===== src/rtl/uart_rx_ctrl.sv =====
// uart_rx_ctrl
//   Receive-side byte handler sitting between the UART receiver and the RX
//   FIFO. Good bytes are written to the FIFO one at a time, with a single
//   byte of holding while the FIFO is full. Bytes arriving while a byte is
//   already held are dropped and counted. Bytes with a framing error are
//   never written and only counted. An idle timer after the last good byte
//   produces a one-cycle frame_end pulse that marks the end of a burst.
//
// Ports
//   clk, rst_n         system clock, synchronous active-low reset
//   uart_rx_dv         one-cycle byte-valid pulse from the receiver
//   uart_rx_data       received byte
//   uart_rx_frame_err  byte had a bad stop bit (qualifies uart_rx_dv)
//   f_full             RX FIFO full
//   fifo_write_en      one-cycle FIFO write strobe
//   fifo_write_data    zero-extended byte, 0 when no write
//   clear_status       clears overflow / drop_count / err_count
//   overflow           sticky: a good byte was dropped
//   drop_count         dropped good bytes, saturating
//   err_count          framing-error bytes, saturating
//   frame_end          one-cycle end-of-burst pulse
module uart_rx_ctrl #(
    parameter int UART_FIFO_WIDTH = 8,
    parameter int UART_DATA_WIDTH = 8,
    parameter int CNT_WIDTH       = 8,
    parameter int IDLE_TIMEOUT    = 1024
) (
    input  logic                       clk,
    input  logic                       rst_n,
    input  logic                       uart_rx_dv,
    input  logic [UART_DATA_WIDTH-1:0] uart_rx_data,
    input  logic                       uart_rx_frame_err,
    input  logic                       f_full,
    output logic                       fifo_write_en,
    output logic [UART_FIFO_WIDTH-1:0] fifo_write_data,
    input  logic                       clear_status,
    output logic                       overflow,
    output logic [CNT_WIDTH-1:0]       drop_count,
    output logic [CNT_WIDTH-1:0]       err_count,
    output logic                       frame_end
);

    localparam int TW = (IDLE_TIMEOUT > 2) ? $clog2(IDLE_TIMEOUT) : 1;
    localparam logic [TW-1:0] T_MAX = TW'(IDLE_TIMEOUT - 1);

    typedef enum logic [1:0] {S_IDLE, S_WRITE, S_STALL} state_t;

    state_t                     state, state_nx;
    logic [UART_DATA_WIDTH-1:0] hold_q;
    logic                       accept, err_byte;
    logic                       load_out, out_from_hold, load_hold, drop;
    logic [UART_DATA_WIDTH-1:0] out_byte;
    logic [UART_FIFO_WIDTH-1:0] out_ext;
    logic                       tmr_armed;
    logic [TW-1:0]              tmr_cnt;
    logic                       fire;

    assign accept   = uart_rx_dv & ~uart_rx_frame_err;
    assign err_byte = uart_rx_dv &  uart_rx_frame_err;

    always_comb begin
        state_nx      = state;
        load_out      = 1'b0;
        out_from_hold = 1'b0;
        load_hold     = 1'b0;
        drop          = 1'b0;
        case (state)
            S_IDLE: begin
                if (accept) begin
                    if (f_full) begin
                        load_hold = 1'b1;
                        state_nx  = S_STALL;
                    end else begin
                        load_out = 1'b1;
                        state_nx = S_WRITE;
                    end
                end
            end
            S_WRITE: begin
                // f_full may not yet reflect the write going out this cycle,
                // so a new byte is parked and full is re-checked in STALL.
                if (accept) begin
                    load_hold = 1'b1;
                    state_nx  = S_STALL;
                end else begin
                    state_nx = S_IDLE;
                end
            end
            S_STALL: begin
                // The hold slot is occupied for this whole cycle, so a new
                // byte is lost even if the held one is released now.
                drop = accept;
                if (!f_full) begin
                    load_out      = 1'b1;
                    out_from_hold = 1'b1;
                    state_nx      = S_WRITE;
                end
            end
            default: state_nx = S_IDLE;
        endcase
    end

    always_comb begin
        out_byte = out_from_hold ? hold_q : uart_rx_data;
        out_ext  = '0;
        out_ext[UART_DATA_WIDTH-1:0] = out_byte;
    end

    // Timer only counts toward frame_end in IDLE; a stall keeps it parked
    // at T_MAX until the FSM drains back to IDLE.
    assign fire = tmr_armed && (tmr_cnt == T_MAX) && (state == S_IDLE);

    always_ff @(posedge clk) begin
        if (!rst_n) begin
            state           <= S_IDLE;
            hold_q          <= '0;
            fifo_write_en   <= 1'b0;
            fifo_write_data <= '0;
            overflow        <= 1'b0;
            drop_count      <= '0;
            err_count       <= '0;
            frame_end       <= 1'b0;
            tmr_armed       <= 1'b0;
            tmr_cnt         <= '0;
        end else begin
            state           <= state_nx;
            fifo_write_en   <= load_out;
            fifo_write_data <= load_out ? out_ext : '0;
            if (load_hold)
                hold_q <= uart_rx_data;

            // An event in the same cycle as clear_status wins: the counter
            // restarts at 1 rather than 0.
            if (drop) begin
                overflow   <= 1'b1;
                drop_count <= clear_status ? CNT_WIDTH'(1) :
                              (&drop_count) ? drop_count : drop_count + 1'b1;
            end else if (clear_status) begin
                overflow   <= 1'b0;
                drop_count <= '0;
            end

            if (err_byte)
                err_count <= clear_status ? CNT_WIDTH'(1) :
                             (&err_count) ? err_count : err_count + 1'b1;
            else if (clear_status)
                err_count <= '0;

            frame_end <= fire;
            if (accept) begin
                tmr_armed <= 1'b1;
                tmr_cnt   <= '0;
            end else if (fire) begin
                tmr_armed <= 1'b0;
            end else if (tmr_armed && tmr_cnt != T_MAX) begin
                tmr_cnt <= tmr_cnt + 1'b1;
            end
        end
    end

endmodule


===== config.mk =====
export PLATFORM = sky130hd
export DESIGN_NAME = uart_rx_ctrl
export DESIGN_NICKNAME = d
export VERILOG_FILES = /design/src/rtl/uart_rx_ctrl.sv
export SDC_FILE = /design/constraint.sdc
export NUM_CORES = 1
export LEC_CHECK = 0
export CORE_MARGIN = 2
export CORE_UTILIZATION = 55
export DETAILED_ROUTE_END_ITERATION = 7
export PLACE_DENSITY_LB_ADDON = 0.2
export SETUP_SLACK_MARGIN = 0.4
export SLEW_MARGIN = 20
export SYNTH_ARGS = -nofsm -noshare
export SYNTH_HDL_FRONTEND = slang
export SYNTH_SLANG_ARGS = --single-unit

===== constraint.sdc =====
create_clock -name clk -period 2.25 [get_ports clk]
set_input_delay 0.45 -clock clk [delete_from_list [all_inputs] [get_ports clk]]
set_output_delay 0.45 -clock clk [all_outputs]
set_load 0.1 [all_outputs]

Word-level counts from Yosys, hierarchy flattened --
Index checks and enable logic that the tools add are counted.
Storage, ports and cells: register bits after elaboration 48, word-level logic and storage cells 67, output and inout port bits 27, input bits 14
Operators by class: bitwise logic cells 5, mux-type cells 26, reduce and logical (&&, ||, !) cells 15, eq/ne operators 8, add/subtract/negate cells 3
Operators by type and width (number):
- $mux 8 | 8
- $add 8x1->8 const B | 2
- $reduce_and 8->1 | 2
- $mux 1 | 11
- $add 10x1->10 const B | 1
- $eq 10x10->1 const B | 1
- $ne 10x10->1 const B | 1
- $reduce_and 2->1 | 5
- $mux 2 | 4
- $ne 2x2->1 const B | 4
- $pmux 2 s3 | 1
- $reduce_bool 2->1 | 3
- $pmux 1 s2 | 2
- $logic_and 1x1->1 | 3
- $not 1->1 | 3
- $and 1x1->1 | 2
- $eq 2x1->1 const B | 1
- $eq 2x2->1 const B | 1
- $logic_not 2->1 | 1
- $reduce_or 2->1 | 1

Longest topological paths before layout --
depth in word-level cells 5, mapped depth 5, depth with buffers taken out 5

Worst setup path after synthesis --
No wires, ideal clock.
path type flip-flop to flip-flop, start point register drop_count[1], end point register drop_count[1], library setup time 0.128 ns, data arrival time 2.077 ns, setup slack 0.045 ns, clock period less this slack 2.205 ns, cell stages (with the launch flop) 6, data required time 2.122 ns, buffers on the path 0, cells stage by stage dfxtp_1 -> ha_1 -> nand4_1 -> o21ai_2 -> mux2i_1 -> nor2_1
Between the ends: longest elaborated chain between the ends 4, elaborated cells between the ends (all ways) 7, classes of those cells add/sub (1); eq/ne (1); mux (3); reduce/logical (2)
RTL lines:
- start: declaration | line 38 | output logic [CNT_WIDTH-1:0] drop_count,
- start signal: assignment | line 136 | drop_count <= clear_status ? CNT_WIDTH'(1) :
- $add 8x1->8 | line 137 | (&drop_count) ? drop_count : drop_count + 1'b1;
- $mux 8 | line 137
- $mux 8 | line 136
- $mux 8 | line 134 | if (drop) begin
Parallel ways exist; a longest one is shown, timed or not. The select of a mux whose other input is x is not followed. A chain may end at the register's enable or synchronous reset.

Final worst setup path --
start point input port uart_rx_frame_err, end point register drop_count[5]
Between the ends: longest elaborated chain between the ends 5, elaborated cells between the ends (all ways) 6, classes of those cells mux (2); bitwise (2); reduce/logical (2)
RTL lines:
- start: declaration | line 32 | input logic uart_rx_frame_err,
- $not 1->1 * | line 58 | assign accept = uart_rx_dv & ~uart_rx_frame_err;
- $and 1x1->1 * | line 58
- $mux 1 * | line 67 | case (state)
- $reduce_bool 2->1 (no source line)
- $reduce_and 2->1 (no source line)
Every way passes the cells marked *; elsewhere a longest branch is shown, timed or not.

==> results.py <==
metrics = {
    "sta": {
        "post-route-min-period_ns": 1.76,
        "setup-tns-final_ns": 0,
        "final_hold_viol_count": 0,
        "slew_violations": 0,
        "finClkSkew_ns": 0.00443,
        "hold_slack_ns": 0.453,
        "grt_setup_unrepaired": "no",
        "max_freq_mhz": 569,
        "period_share_pct": 78.0,
        "setup_viol": 0,
        "worstMarginPinSlew_ns": 0.565,
        "setup_slack_ns": 0.494,
        "maxSlewHeadroom_pct": 62.3,
    },
    "route": {
        "via_per_inst": 5.49,
        "wl_met1_mm": 2.02,
        "drt_first_pass_iters": 4,
        "wire_per_inst_um": 13.1,
        "postRouteAntennaNets": 0,
        "wl_met2_mm": 2.07,
        "wl_mm": 4.30,
        "drcViolationCount": 0,
        "route.met3.wl_um": 160,
        "vias": 1807,
        "drtIter0Drc": 101,
        "routed.top_layer": "met4",
    },
    "synth": {
        "syn-instance-count": 233,
        "synth_nets": 250,
        "synth-edff-count": 0,
        "synthXorXnorAreaFrac_pct": 2.95,
        "async_reset_ff_share_pct": 0,
        "synth.distinct_cells": 37,
        "synth-simple-area-share_pct": 28.3,
        "synthAdderAreaFrac_pct": 1.81,
        "synthMuxAreaShare_pct": 6.75,
        "yosysSeqAreaShare_pct": 46.3,
        "synthTopCellsByArea": "dfxtp_1 (46%), mux2i_1 (6.7%), nand2_1 (4.7%), a21oi_1 (4.1%), nor2_1 (4.0%)",
        "synth_compound_area_share_pct": 12.3,
        "netlist_area_mm2": 0.00208,
        "yosys_warnings": 0,
        "ys_ff_latch": 48,
        "synth_flop_cell": "dfxtp_1",
        "synth_top_cell_by_area": "dfxtp_1",
        "synth_top_family_by_area": "simple AND/OR/NAND/NOR gates",
        "synth_top_area_share_pct": 46.3,
        "avgSynthCellArea_um2": 8.91,
    },
    "global_route": {
        "grt_pass1_wl_mm": 7.29,
        "grt_max_degree": 16,
        "grt_pass1_vias": 1671,
        "track_usage_pct": 21.8,
        "grt-ovfl-total": 0,
        "antenna_found_initial": 0,
    },
    "setup_path": {
        "slowest_stage": "clkdlybuf4s50_1",
        "crit_chain": "clkdlybuf4s50_1 -> and4bb_4 -> o21ai_2 -> or4_1 -> a21oi_1",
        "crit_required_ns": 2.47,
        "crit_path_max_incr_delay_ns": 0.47,
        "crit_arrival_ns": 1.98,
        "path_buf_inv": 1,
        "cp-start-kind": "input pin",
        "worstPathMaxFanout": 6,
        "critPathTopFamily": "simple AND/OR/NAND/NOR gates",
        "crit_path_end_kind": "register",
        "crit_type": "input pin to register",
    },
    "placed_design": {
        "dp_slack_ns": 0.146,
        "portBuffers": 40,
        "hpwl_mm": 3.03,
        "place_congestion": 0.834,
    },
    "finish": {
        "layout_common_cells": "dfxtp_1 (33), buf_4 (32), nand2_1 (26)",
        "final_nets": 297,
        "final_common_cell": "dfxtp_1",
        "diodes": 0,
        "drive_gt1_share_pct": 21.0,
        "syn_to_final_growth_pct": 26.5,
    },
    "clock_tree": {
        "cts.sinks": 48,
        "tritoncts": "built",
        "cts_made_buffers": 5,
        "clk_latency_ns": 0.30,
        "clk_pin_slew_worst_paths_ns": 0.09,
        "post_cts_buffers": 0,
        "htreeDepth": 2,
        "clockBufferDepth": 2,
        "ctsHoldBuffers": 0,
        "root_buffer": "clkbuf_8",
    },
    "floorplan": {
        "core_mm2": 0.00363,
        "ios": 41,
        "num_rows": 22,
        "die_y_um": 65.5,
        "die_w_um": 65.5,
        "dieArea_mm2": 0.00428,
        "start_util_pct": 57.2,
    },
    "run": {
        "drv_cap": 0,
    },
    "power": {
        "vdd_drop_max_mv": 0.323,
        "p_per_area_mw_per_mm2": 626,
        "p_leak_nw": 1.06,
    },
    "outcome": {
        "run_status": "completed",
    },
    "hold_path": {
        "worstHoldPathType": "register to register",
    },
}
-- area by class of cell --
type / count / area, µm²
clock buffers: 5 / 68.8
repair buffers: 45 / 370
clock inverters: 3 / 42.5
well taps: 48 / 60.1
multi-input cells: 176 / 1090
inverters: 4 / 15.0
fillers: 287 / 1010
flip-flops and latches: 48 / 980
-- routing by layer --
layer | GRT usage (%) | vias to the layer above
li1 | - | 929
met1 | 28.4 | 829
met2 | 36.0 | 44
met3 | 3.60 | 5
met4 | 9.11 | 0
met5 | 0 | -
-- sequential cells by signal, summed over array words and instances, names as in the netlist --
signal and cells:
overflow 1, err_count 8, tmr_armed 1, frame_end 1, fifo_write_data 8, drop_count 8
hold_q 8, state 2, tmr_cnt 10, fifo_write_en 1
-- timing repair --
| action | in CTS | in global routing |
|---|---|---|
| endpoints found under the hold margin | 0 | 0 |
| setup endpoints to repair | 0 | 16 |
| gates resized for setup | 0 | 2 |
-- tightest hold or removal path, delay by kind of cell, from the launching register on --
kind / cells / cell delay, ns
AO/OA/AOI/OAI: 1 / 0.05
AND/OR/NAND/NOR: 1 / 0.05
flip-flops: 1 / 0.32
-- power breakdown --
group	switching [mW]	internal (mW)
Clock	0.296	0.329
Combinational	0.0880	0.0562
Sequential	0.0121	0.864
-- logic make-up after synthesis --
| logic type | Yosys count |
|---|---|
| XOR/XNOR | 7 |
| adder cells (fa/ha/maj) | 3 |
| flip-flops | 48 |
| buffers and inverters | 9 |
| AND/OR/NAND/NOR | 111 |
| AO/OA/AOI/OAI | 41 |
| multiplexers | 14 |
-- metrics by stage --
| stage | instance area (µm²) | utilization [%] | cells | total power [mW] |
|---|---|---|---|---|
| 6_report | 2630 | 72.3 | 329 | 1.65 |
| 3_5_place_dp | 2510 | 69.0 | 321 | 1.04 |
| 2_1_floorplan | 2100 | - | 233 | 0.982 |
| 3_3_place_gp | 2510 | 69.0 | 321 | 1.04 |
| 4_1_cts | 2620 | 72.0 | 329 | 1.66 |
| 5_1_grt | 2630 | 72.3 | 329 | 1.71 |
-- worst paths after layout --
check / from / endpoint / slack (ns) / depth (start not counted)
min: hold_q[2]$_SDFFE_PN0P_ / fifo_write_data[2]$_SDFF_PN0_ / 0.45 / 2
max reg2reg: tmr_cnt[0]$_SDFFE_PP0P_ / tmr_cnt[1]$_SDFFE_PP0P_ / 0.55 / 5
max: uart_rx_frame_err / drop_count[5]$_SDFFE_PN0P_ / 0.49 / 5
min reg2reg: hold_q[2]$_SDFFE_PN0P_ / fifo_write_data[2]$_SDFF_PN0_ / 0.45 / 2
-- cell usage after synthesis, drive strengths merged, types with 3 or more instances --
cell type	instances
a211oi	3
a21oi	17
and3	3
and4	6
clkbuf	3
dfxtp	48
ha	3
inv	4
mux2i	14
nand2	26
nand2b	6
nand3	12
nand4	5
nor2	22
nor2b	11
nor3	6
nor4	4
o211ai	5
o21ai	7
or3	3
xor2	7
No activity file was read; power rests on OpenSTA's default activity.
==> RTL change 1: new RTL, same settings <==
Reset style: asynchronous (`rst_n`), changed in one clocked block. Comments in the files are not updated.
--- a/src/rtl/uart_rx_ctrl.sv
+++ b/src/rtl/uart_rx_ctrl.sv
@@ -112,3 +112,3 @@
 
-    always_ff @(posedge clk) begin
+    always_ff @(posedge clk or negedge rst_n) begin
         if (!rst_n) begin
Check against the original RTL: differs if rst_n is asserted again (counterexample within 4 cycles, from zero or initial values and one cycle with rst_n low); with rst_n held inactive, the same outputs for 10 cycles.
==> RTL change 1 against the original RTL <==
Wire length up 5.0%. Die area up 9.9%. Final cell count down 5.8%. Final area up 7.3%. Non-clock buffer count unchanged. Worst setup slack worse by 13 ps. Area after synthesis up 11%. Sequential cell count unchanged. Largest cell class is now sequential cells.
Power is not compared: it rests on default switching activity, and its combinational part moved more than twofold at a synthesized area within 25%.
==> RTL change 1: results (changes against the original RTL) <==
| Metric | Value |
|---|---|
| Met2 GRT Util | `35.3% (was 36.0%)` |
| Worst slew pin tran | `570 ps (was 565 ps)` |
| Worst Clk Skew | `13.8 ps (was 4.43 ps)` |
| Met3 Resource Use GR | `5.52% (was 3.60%)` |
| Clock tree root driver cell | `clkbuf_8 (unchanged)` |
| Synthesized Nets | `233 (was 250)` |
| Largest net degree at the start of global routing | `26 (was 16)` |
| DRT iter0 DRCs | `169 (was 101)` |
| Outcome | `finished clean (unchanged)` |
| Routed wire per std cell | `14.6 um (was 13.1 um)` |
| Fill count | `299 (was 287)` |
| Worst path max stage delay | `490 ps (was 470 ps)` |
| Share of cells above drive strength 1 | `25.8% (was 21.0%)` |
| Placed cell areas | `2710 um2 (was 2510 um2)` |
| Setup WS pre-CTS | `137 ps (was 146 ps)` |
| GRT Util Overall | `21.8% (about the same)` |
| First-pass GRT wire length | `7.50 mm (was 7.29 mm)` |
| Nets | `276 (was 297)` |
| Post-CTS setup buffers | `0 (unchanged)` |
| Crit-path max FO | `8 (was 6)` |
| Synth top area cells | `dfrtp_1, mux2_1, nor2_1 (was dfxtp_1, mux2i_1, nand2_1)` |
| Async SR Flop Fraction | `100% (was 0%)` |
| Post-synth top cells | `dfrtp_1, nor2_1, a21oi_1, nand2_1 (was dfxtp_1, nand2_1, nor2_1)` |
| Crit path max-delay cell type | `or3_1 (was clkdlybuf4s50_1)` |
| Routability-driven placement congestion ratio | `0.789 (was 0.834)` |
| DP HPWL | `3.08 mm (was 3.03 mm)` |
| WP data arrival | `1950 ps (was 1980 ps)` |
| Synth unique cells | `45 (was 37)` |
-- RTL change 1: routing by layer --
metal	up-vias	part of all wire, %
met2	29	48
li1	867	-
met4	0	0.97
met5	-	0
met3	4	3.9
met1	850	47
-- RTL change 1: final timing paths --
| path | start | to | slack (ps) | cells after the start |
|---|---|---|---|---|
| setup / recovery | uart_rx_frame_err | hold_q[6]$_DFFE_PN0P_ | 480 | 4 |
| hold reg to reg | hold_q[5]$_DFFE_PN0P_ | hold_q[5]$_DFFE_PN0P_ | 500 | 1 |
| min in group clk | hold_q[5]$_DFFE_PN0P_ | hold_q[5]$_DFFE_PN0P_ | 500 | 1 |
| hold / removal | rst_n | err_count[2]$_DFFE_PN0P_ | 130 | 1 |
| max in group asynchronous | rst_n | tmr_cnt[3]$_DFFE_PN0P_ | 1580 | 2 |
| setup reg to reg | tmr_cnt[0]$_DFFE_PN0P_ | tmr_cnt[5]$_DFFE_PN0P_ | 670 | 5 |
-- RTL change 1: where the power goes --
part | leakage, nW | total [mW] | switching, mW | internal, mW
Sequential | 0.609 | 1.02 | 0.0679 | 0.952
Combinational | 0.594 | 0.387 | 0.254 | 0.133
Clock | 0.0524 | 0.605 | 0.272 | 0.333
Total | 1.26 | 2.01 | 0.594 | 1.42
-- RTL change 1: cell families (layout without fill, tap and decap cells) --
| kind of cell | Yosys count | in the layout | synth area share, % |
|---|---|---|---|
| AO/OA/AOI/OAI | 40 | 40 | 11.6 |
| XOR/XNOR | 8 | 8 | 3.05 |
| adder cells (fa/ha/maj) | 3 | 3 | 1.64 |
| buffers and inverters | 12 | 56 | 2.34 |
| flip-flops | 48 | 48 | 52.3 |
| multiplexers | 15 | 15 | 7.03 |
| AND/OR/NAND/NOR | 90 | 90 | 22.0 |
-- RTL change 1: cell type report --
type	count	share of cell area (%)
well taps	50	2.22
multi-input cells	156	36.9
clock inverters	1	1.06
inverters	3	0.399
flip-flops and latches	48	43.3
repair buffers	45	13.4
clock buffers	7	2.71
-- RTL change 1: metrics by stage --
stage	instances	power, mW
finish	310	2.01
global placement	302	1.42
detailed placement	302	1.42
global route	310	2.11
floorplan	216	1.30
CTS	310	2.03
==> RTL change 2: new RTL, same flow settings <==
Without the edit above. Set the parameter `CNT_WIDTH` to 6 (it was 8).
--- a/src/rtl/uart_rx_ctrl.sv
+++ b/src/rtl/uart_rx_ctrl.sv
@@ -24,3 +24,3 @@
     parameter int UART_DATA_WIDTH = 8,
-    parameter int CNT_WIDTH       = 8,
+    parameter int CNT_WIDTH       = 6,
     parameter int IDLE_TIMEOUT    = 1024
Interface: changed (resized drop_count and err_count); port bits go from 41 to 37. The function was not compared with the original's and may differ.
==> RTL change 2 against the original RTL <==
Worst setup slack better by 9.5 ps. Via count is 12% lower. Global-route usage is 2.2 points lower. Final cell count is 11% lower. Wire length is 14% lower. Power is 14% lower. Final area is 11% lower. Clock power is 25% lower. Utilization is 2.4 points lower. Area after synthesis is 8.7% lower. First-iteration DRC count is 8.9% higher. Register-to-register slack better by 250 ps. Sequential cell count is 4 lower. Critical path type unchanged. Largest power group unchanged.
==> RTL change 2: results (changes against the original RTL) <==
| Metric | Value |
|---|---|
| H-tree Lvls | `2 (unchanged)` |
| Port bufs | `36 (was 40)` |
| Cell-internal power | `1.08 mW (was 1.25 mW)` |
| Met2 GRT Util | `31.5% (was 36.0%)` |
| Fill count | `286 (was 287)` |
| Clk Latency, worst-skew pair | `340 ps (was 300 ps)` |
| Sequential fraction of the synthesis area | `46.4% (was 46.3%)` |
| Synth top area cells | `dfxtp_1, mux2i_1, nand2_1 (unchanged)` |
| Worst path max stage delay | `610 ps (was 470 ps)` |
| Primary FF master, synth | `dfxtp_1 (unchanged)` |
| Via Count | `1584 (was 1807)` |
| Worst vdd ir | `0.388 mV (was 0.323 mV)` |
| DP HPWL | `2.68 mm (was 3.03 mm)` |
| GRT Util Overall | `19.6% (was 21.8%)` |
| Worst slew pin tran | `446 ps (was 565 ps)` |
| Routability-driven placement congestion ratio | `0.789 (was 0.834)` |
| Post-synth top cells | `dfxtp_1, nand2_1, a21oi_1, nor2_1 (was dfxtp_1, nand2_1, nor2_1)` |
| CTS clk-pin slew, worst paths | `120 ps (was 90 ps)` |
| Outcome | `finished clean (unchanged)` |
| Synth unique cells | `42 (was 37)` |
| Routed wire per std cell | `12.6 um (was 13.1 um)` |
| Share of cells above drive strength 1 | `18.1% (was 21.0%)` |
| Leakage Power | `1.01 nW (was 1.06 nW)` |
| Clock net power | `0.471 mW (was 0.625 mW)` |
| Sequential share of power | `56.8% (was 53.2%)` |
| Vias in the first global route | `1414 (was 1671)` |
| Grt met1 use | `25.3% (was 28.4%)` |
| Met3 Resource Use GR | `6.49% (was 3.60%)` |
| Nets | `264 (was 297)` |
| FF-to-FF path depth | `5 (unchanged)` |
| Largest net degree at the start of global routing | `14 (was 16)` |
[RTL change 2: tightest hold or removal path: stages (launching register included)]
cell,delay [ps]
dfxtp_1,330
nand2_1,50
a21oi_1,50
[RTL change 2: layout make-up]
class	instances	share of cell area [%]
multi-input combinational	150	41.0
inverter	7	1.13
sequential	44	38.2
clock inverter	2	1.50
timing repair buffer	39	13.9
tap	46	2.47
clock buffer	6	1.77
[RTL change 2: worst paths after layout]
kind | from | to | slack [ps]
hold / removal | hold_q[1]$_SDFFE_PN0P_ | fifo_write_data[1]$_SDFF_PN0_ | 460
setup reg to reg | tmr_cnt[0]$_SDFFE_PP0P_ | tmr_cnt[5]$_SDFFE_PP0P_ | 800
setup / recovery | uart_rx_dv | hold_q[6]$_SDFFE_PN0P_ | 500
hold reg to reg | hold_q[1]$_SDFFE_PN0P_ | fifo_write_data[1]$_SDFF_PN0_ | 460
[RTL change 2: cells by family after synthesis]
group,count (synthesis),share of synthesized area (%)
XOR/XNOR,6,2.77
adder cells (fa/ha/maj),3,1.98
multiplexers,12,6.33
buffers and inverters,13,3.10
AO/OA/AOI/OAI,44,15.4
AND/OR/NAND/NOR,85,23.9
flip-flops,44,46.4
[RTL change 2: metrics by stage]
stage / cells / utilization [%] / hold WS, ps / area, um2 / setup slack, ps
3_5_place_dp: 286 / 67.6 / 446 / 2260 / 107
6_report: 294 / 69.9 / 461 / 2330 / 503
3_3_place_gp: 286 / 67.6 / 445 / 2260 / 175
2_1_floorplan: 207 / - / 432 / 1910 / 423
4_1_cts: 294 / 69.9 / 464 / 2330 / 501
5_1_grt: 294 / 69.9 / 472 / 2330 / 448
[RTL change 2: per-layer routing]
layer	part of all wire (%)	vias up
met5	0	-
met4	1.1	0
met3	4.3	4
met2	47	33
met1	48	720
li1	-	827
